[src/rtl/led_pkg.sv]
// Shared types and constants for the status-LED blink arbiter.
//   led_state_e : sequencer states (IDLE, ON, OFF, GAP)
//   DEF_*       : default prescaler/phase lengths for a 24 MHz clk, 10 us tick
//   clog2/cbits : width helpers (cbits never returns less than 1)
package led_pkg;

  typedef enum logic [1:0] {
    IDLE = 2'd0,
    ON   = 2'd1,
    OFF  = 2'd2,
    GAP  = 2'd3
  } led_state_e;

  localparam int unsigned DEF_PRESCALE_MAX = 239;
  localparam int unsigned DEF_ON_TICKS     = 15000;
  localparam int unsigned DEF_OFF_TICKS    = 35000;
  localparam int unsigned DEF_GAP_TICKS    = 50000;

  // Ceiling log2; clog2(1) = 0.
  function automatic int unsigned clog2(input int unsigned v);
    int unsigned r;
    r = 0;
    while ((64'd1 << r) < 64'(v)) r = r + 1;
    return r;
  endfunction

  // Bits needed to index v entries, at least one.
  function automatic int unsigned cbits(input int unsigned v);
    return (clog2(v) == 0) ? 1 : clog2(v);
  endfunction

endpackage

[src/rtl/led_blink_arb_tick_gen.sv]
// Free-running prescaler producing a one-clock tick every PRESCALE_MAX+1 clocks.
//   clk     : system clock
//   reset_n : asynchronous active-low reset
//   tick    : high for one clock while the prescaler sits at PRESCALE_MAX
module tick_gen
  import led_pkg::*;
#(
  parameter int unsigned PRESCALE_MAX = DEF_PRESCALE_MAX
) (
  input  logic clk,
  input  logic reset_n,
  output logic tick
);

  localparam int unsigned PW = cbits(PRESCALE_MAX + 1);

  logic [PW-1:0] cnt_q;
  logic [PW-1:0] cnt_d;

  // Next prescaler value, wrapping at PRESCALE_MAX.
  always_comb begin
    cnt_d = cnt_q + PW'(1);
    if (cnt_q == PW'(PRESCALE_MAX)) cnt_d = '0;
  end

  // tick is registered from the next count so it tracks cnt_q == PRESCALE_MAX.
  always_ff @(posedge clk or negedge reset_n) begin
    if (!reset_n) begin
      cnt_q <= '0;
      tick  <= 1'b0;
    end else begin
      cnt_q <= cnt_d;
      tick  <= (cnt_d == PW'(PRESCALE_MAX));
    end
  end

endmodule

[src/rtl/led_blink_arb.sv]
// Round-robin arbiter + blink sequencer sharing one active-low status LED.
//   clk, reset_n : system clock, asynchronous active-low reset
//   req[i]       : request level from requester i, held until ack[i]
//   count[4i+:4] : blinks per burst (0 means 1)
//   level[3i+:3] : brightness, LED lit while pwm phase <= level
//   ack[i]       : one-cycle completion pulse to the granted requester
//   busy         : sequencer not idle
//   grant_id     : current / last granted requester
//   led_n        : LED drive, active low
module led_blink_arb
  import led_pkg::*;
#(
  parameter int unsigned NREQ         = 4,
  parameter int unsigned PRESCALE_MAX = DEF_PRESCALE_MAX,
  parameter int unsigned ON_TICKS     = DEF_ON_TICKS,
  parameter int unsigned OFF_TICKS    = DEF_OFF_TICKS,
  parameter int unsigned GAP_TICKS    = DEF_GAP_TICKS,
  localparam int unsigned GW          = cbits(NREQ)
) (
  input  logic              clk,
  input  logic              reset_n,
  input  logic [NREQ-1:0]   req,
  input  logic [4*NREQ-1:0] count,
  input  logic [3*NREQ-1:0] level,
  output logic [NREQ-1:0]   ack,
  output logic              busy,
  output logic [GW-1:0]     grant_id,
  output logic              led_n
);

  localparam int unsigned MAX_OF_ON_OFF = (ON_TICKS > OFF_TICKS) ? ON_TICKS : OFF_TICKS;
  localparam int unsigned MAX_TICKS     = (MAX_OF_ON_OFF > GAP_TICKS) ? MAX_OF_ON_OFF : GAP_TICKS;
  localparam int unsigned TW            = cbits(MAX_TICKS);

  led_state_e      state_q, state_d;
  logic [TW-1:0]   timer_q, timer_d;
  logic [2:0]      pwm_ph_q;
  logic [3:0]      blinks_q, blinks_d;
  logic [2:0]      level_q, level_d;
  logic [GW-1:0]   grant_q, grant_d;
  logic [NREQ-1:0] ack_d;
  logic            tick;

  logic [3:0]      cnt_a [NREQ];
  logic [2:0]      lvl_a [NREQ];

  logic            rr_found;
  logic [GW-1:0]   rr_idx;
  logic [GW-1:0]   cand;

  tick_gen #(
    .PRESCALE_MAX(PRESCALE_MAX)
  ) u_tick_gen (
    .clk    (clk),
    .reset_n(reset_n),
    .tick   (tick)
  );

  // Per-requester views of the packed count/level buses.
  for (genvar g = 0; g < NREQ; g++) begin : g_unpack
    assign cnt_a[g] = count[4*g +: 4];
    assign lvl_a[g] = level[3*g +: 3];
  end

  // Round robin: first active request after the last grant, wrapping.
  always_comb begin
    rr_found = 1'b0;
    rr_idx   = grant_q;
    cand     = '0;
    for (int unsigned i = 1; i <= NREQ; i++) begin
      cand = GW'((32'(grant_q) + i) % NREQ);
      if (!rr_found && req[cand]) begin
        rr_found = 1'b1;
        rr_idx   = cand;
      end
    end
  end

  // Sequencer next state; an aborted burst (req dropped) skips straight to GAP.
  always_comb begin
    state_d  = state_q;
    timer_d  = tick ? timer_q + TW'(1) : timer_q;
    blinks_d = blinks_q;
    level_d  = level_q;
    grant_d  = grant_q;
    ack_d    = '0;

    case (state_q)
      IDLE: begin
        timer_d = '0;
        if (rr_found) begin
          grant_d  = rr_idx;
          blinks_d = (cnt_a[rr_idx] == 4'd0) ? 4'd1 : cnt_a[rr_idx];
          level_d  = lvl_a[rr_idx];
          state_d  = ON;
        end
      end
      ON: begin
        if (!req[grant_q]) begin
          state_d = GAP;
        end else if (tick && timer_q == TW'(ON_TICKS - 1)) begin
          state_d = OFF;
        end
      end
      OFF: begin
        if (!req[grant_q]) begin
          state_d = GAP;
        end else if (tick && timer_q == TW'(OFF_TICKS - 1)) begin
          blinks_d = blinks_q - 4'd1;
          if (blinks_q == 4'd1) begin
            ack_d[grant_q] = 1'b1;
            state_d        = GAP;
          end else begin
            state_d = ON;
          end
        end
      end
      GAP: begin
        if (tick && timer_q == TW'(GAP_TICKS - 1)) state_d = IDLE;
      end
      default: state_d = IDLE;
    endcase

    // Phase timer restarts on every state entry.
    if (state_d != state_q) timer_d = '0;
  end

  // State, datapath and registered outputs.
  always_ff @(posedge clk or negedge reset_n) begin
    if (!reset_n) begin
      state_q  <= IDLE;
      timer_q  <= '0;
      pwm_ph_q <= '0;
      blinks_q <= '0;
      level_q  <= '0;
      grant_q  <= GW'(NREQ - 1);
      ack      <= '0;
      busy     <= 1'b0;
      led_n    <= 1'b1;
    end else begin
      state_q  <= state_d;
      timer_q  <= timer_d;
      if (tick) pwm_ph_q <= pwm_ph_q + 3'd1;
      blinks_q <= blinks_d;
      level_q  <= level_d;
      grant_q  <= grant_d;
      ack      <= ack_d;
      busy     <= (state_d != IDLE);
      led_n    <= ~((state_q == ON) && (pwm_ph_q <= level_q));
    end
  end

  assign grant_id = grant_q;

endmodule

[config.mk]
export PLATFORM = sky130hd
export DESIGN_NAME = led_blink_arb
export DESIGN_NICKNAME = d
export VERILOG_FILES = /design/src/rtl/led_pkg.sv /design/src/rtl/led_blink_arb_tick_gen.sv /design/src/rtl/led_blink_arb.sv
export SDC_FILE = /design/constraint.sdc
export NUM_CORES = 1
export LEC_CHECK = 0
export CORE_MARGIN = 4
export CORE_UTILIZATION = 35
export CTS_CLUSTER_SIZE = 40
export DETAILED_ROUTE_END_ITERATION = 8
export HOLD_SLACK_MARGIN = 0.02
export PLACE_DENSITY = 0.57
export REMOVE_ABC_BUFFERS = 1
export SYNTH_ARGS = -nofsm -noshare
export SYNTH_HDL_FRONTEND = slang
export SYNTH_SLANG_ARGS = --single-unit
export TNS_END_PERCENT = 20
[constraint.sdc]
create_clock -name clk -period 3 [get_ports clk]
set_input_delay 0.6 -clock clk [delete_from_list [all_inputs] [get_ports clk]]
set_output_delay 0.6 -clock clk [all_outputs]
set_load 0.01 [all_outputs]
==> results.yml <==
clocking:
  cts_resized: 0
  cts_tree: "built"
  hold_buffers: 0
  cts.sinks: 45
  cts_buffer_depth: 2
  clock_latency_ns: 0.29
  cts.htree.levels: 2
  cts_setup_buffers: 0
  root_buffer: "clkbuf_8"
  cts_made_buffers: 5
  clkSlewWorstSetupHoldPaths_ns: 0.09
yosys:
  synth_flop_cell: "dfrtp_1"
  synth_edf_count: 0
  synth_cells: 299
  syn_area_per_cell_um2: 9.583
  yosys_register_bits: 45
  netlist_area_um2: 2865
  synth_cell_types: 55
  yosysWarnings: 0
  async_flop_share_pct: 100.0
  ys_seq_area_share_pct: 39.43
route:
  first_pass_iters: 5
  route.detailed.drc: 0
  post_drt_wl_per_cell_um: 13.52
  drt-initial-drc-count: 88
  ant_nets: 0
  vias: 2271
  wl_mm: 6.163
  vias_per_cell: 4.980
power_and_ir_drop:
  p_leak_nw: 1.515
  clkPwrFrac_pct: 32.5
  cell_internal_pwr_uw: 852.9
  ir_worst_vdd_uv: 180.4
  combinationalPowerShare_pct: 12.6
  p_per_area_nw_per_um2: 313.8
  switching_share_pct: 23.63
  p_sw_uw: 263.9
  pwr-share-seq_pct: 54.9
die:
  pin_count: 42
  dieArea_um2: 9698
  die_width_um: 98.48
  rows: 32
  fp.coreArea_um2: 7848
  start_util_pct: 36.51
  fp.dieH_um: 98.48
finish:
  n_fill_cell: 786
  nets: 400
  regArea_um2: 1130
  areaGrowthSynthToFinish_pct: 24.19
  multi_input_area_um2: 1620
  insertedDiodeCount: 0
  drive_above_1_share_pct: 13.84
worst_setup_path:
  worst_path_dominant_cell_family: "multiplexers"
  crit_top_cell: "mux2i_1"
  required_ns: 3.18
  crit_cells: 10
  worstReg2RegEnd: "blinks_q[2]"
  r2r_slack_ns: 0.15
  crit_buf_inv: 2
  end_kind: "register"
  r2r-start: "grant_id[0]"
  slowest_delay_ns: 0.63
  criticalPathCategory: "reg2reg"
  cp.arrival_ns: 3.03
  path_max_fanout: 14
  worstPathCellList: "inv_1 -> ha_2 -> mux4_2 -> nand2b_4 -> and2b_4 -> xnor2_4 -> buf_12 -> mux2i_1 -> mux2i_1 -> a221o_1"
  crit_slowest_cell: "dfstp_2"
  cp-start-kind: "register"
  reg2reg_depth: 10
sta:
  period_minus_slack_ns: 2.851
  max-slew-margin-rel_pct: 35.56
  maxSlewViolCount: 0
  rsz0062_at_grt: "no"
  worst_pin_slew_ns: 0.9666
  setup_viol: 0
  fmax_ghz: 0.3507
  tns_ns: 0
  setup_ws_ns: 0.1487
  final_hold_viol_count: 0
  min_period_over_period_pct: 95.04
  timing.clock.skew_ns: 0.007957
global_route:
  overflow: 0
  track_usage_pct: 13.22
  grt_max_degree: 46
  grt_pass1_wl_mm: 10.67
  grt_pass1_vias: 2247
  antenna_found_initial: 0
outcome:
  status: "completed"
place:
  routabilityCongestion: 0.8106
  dp_slack_ns: -0.06685
  portBuffers: 41
  dp_hpwl_mm: 4.733
worst_hold_path:
  hold_path_class: "in2async"
run:
  cap_violations: 0
[sequential cells by signal (all words and copies together) (netlist names)]
register          flops
ack                   4
blinks_q              4
busy                  1
grant_id              2
led_n                 1
level_q               3
pwm_ph_q              3
state_q               2
timer_q              16
u_tick_gen.cnt_q      8
u_tick_gen.tick       1
[routing by layer]
layer  track usage (%)  routed length [µm]  up-vias
met1             18.50                2913     1080
met3             2.972                 208        4
met4             3.466                  63        0
met5                 0                   0        -
met2             20.75                2978       32
li1                  -                   -     1155
[placed cells by master, fill, tap and decap left out, drive strengths merged, types with 4 or more instances in the layout]
master	count
dfrtp	42
clkdlybuf4s50	40
nor2	40
nand2	24
buf	18
nor3	14
xor2	14
mux2i	14
inv	13
ha	13
o21ai	11
a21oi	9
xnor2	9
nand3	8
nand4	7
nand2b	7
mux2	5
clkbuf	5
and3	4
mux4	4
and2	4
nor4	4
nor2b	4
[power groups by stage]
stage	logic, mW	registers, mW	clock network (mW)
2_1_floorplan	0.0581	0.624	0
3_3_place_gp	0.142	0.625	0
3_5_place_dp	0.143	0.625	0
4_1_cts	0.144	0.613	0.386
5_1_grt	0.155	0.613	0.414
6_report	0.141	0.613	0.362
[cell families after synthesis]
family / share of synthesized area, %
compound gates: 9.432
buf+inv: 4.105
simple gates: 23.67
mux: 10.00
fa+ha+maj: 5.677
xor+xnor: 7.686
flops: 39.43
[cells in the mapped netlist (2+ instances only)]
library cell,instances,area (µm²)
a2111oi_0,2,17.52
o21a_1,2,15.01
a31oi_1,3,18.77
a21oi_1,8,40.04
o21ai_1,2,10.01
nand4b_1,2,17.52
nor4_1,4,25.02
mux2i_1,14,140.1
mux4_2,4,90.09
and2_1,4,25.02
dfrtp_1,42,1051
nand2b_1,6,37.54
xnor2_1,8,70.07
buf_6,3,33.78
inv_1,13,48.80
clkbuf_1,4,15.01
and3_1,4,25.02
mux2_2,5,56.30
buf_2,4,20.02
nand3b_1,3,22.52
dfstp_2,3,78.83
a211oi_1,2,15.01
ha_1,13,162.7
nor2b_1,4,25.02
xor2_1,14,122.6
nand2_1,24,90.09
nand4_1,7,43.79
o21bai_1,2,15.01
o211ai_1,2,15.01
o21ai_0,9,45.04
nor2_1,38,142.6
nand3_1,8,40.04
nor3_1,14,70.07
[worst max-delay path by stage]
stage                            from           to  slack [ns]
final                     grant_id[0]  blinks_q[2]        0.15
after global routing      grant_id[0]  blinks_q[2]       0.008
after CTS                 grant_id[0]  blinks_q[2]        0.11
after detailed placement       req[3]  blinks_q[2]       -0.07
after global placement         req[3]  blinks_q[0]        0.02
after floorplan           grant_id[0]  blinks_q[2]        0.03
[layout make-up]
cell class              count  area share, %
multi-input cells         230          45.53
flip-flops and latches     45          31.75
repair buffers             58          15.33
well taps                 102          3.586
clock buffers               5          1.934
inverters                  13          1.371
clock inverters             3         0.4923
[stage by stage]
stage          instance area (µm²)  utilization, %  total power, mW  std cells  hold slack [ns]
2_1_floorplan                 2796               -           0.6818        288           0.3044
3_3_place_gp                  3470           44.21           0.7666        448           0.4690
3_5_place_dp                  3470           44.21           0.7682        448           0.4819
4_1_cts                       3556           45.31            1.143        456           0.4954
5_1_grt                       3558           45.34            1.182        456           0.5208
6_report                      3558           45.34            1.117        456           0.4587
Power figures use the tool's default switching activity.
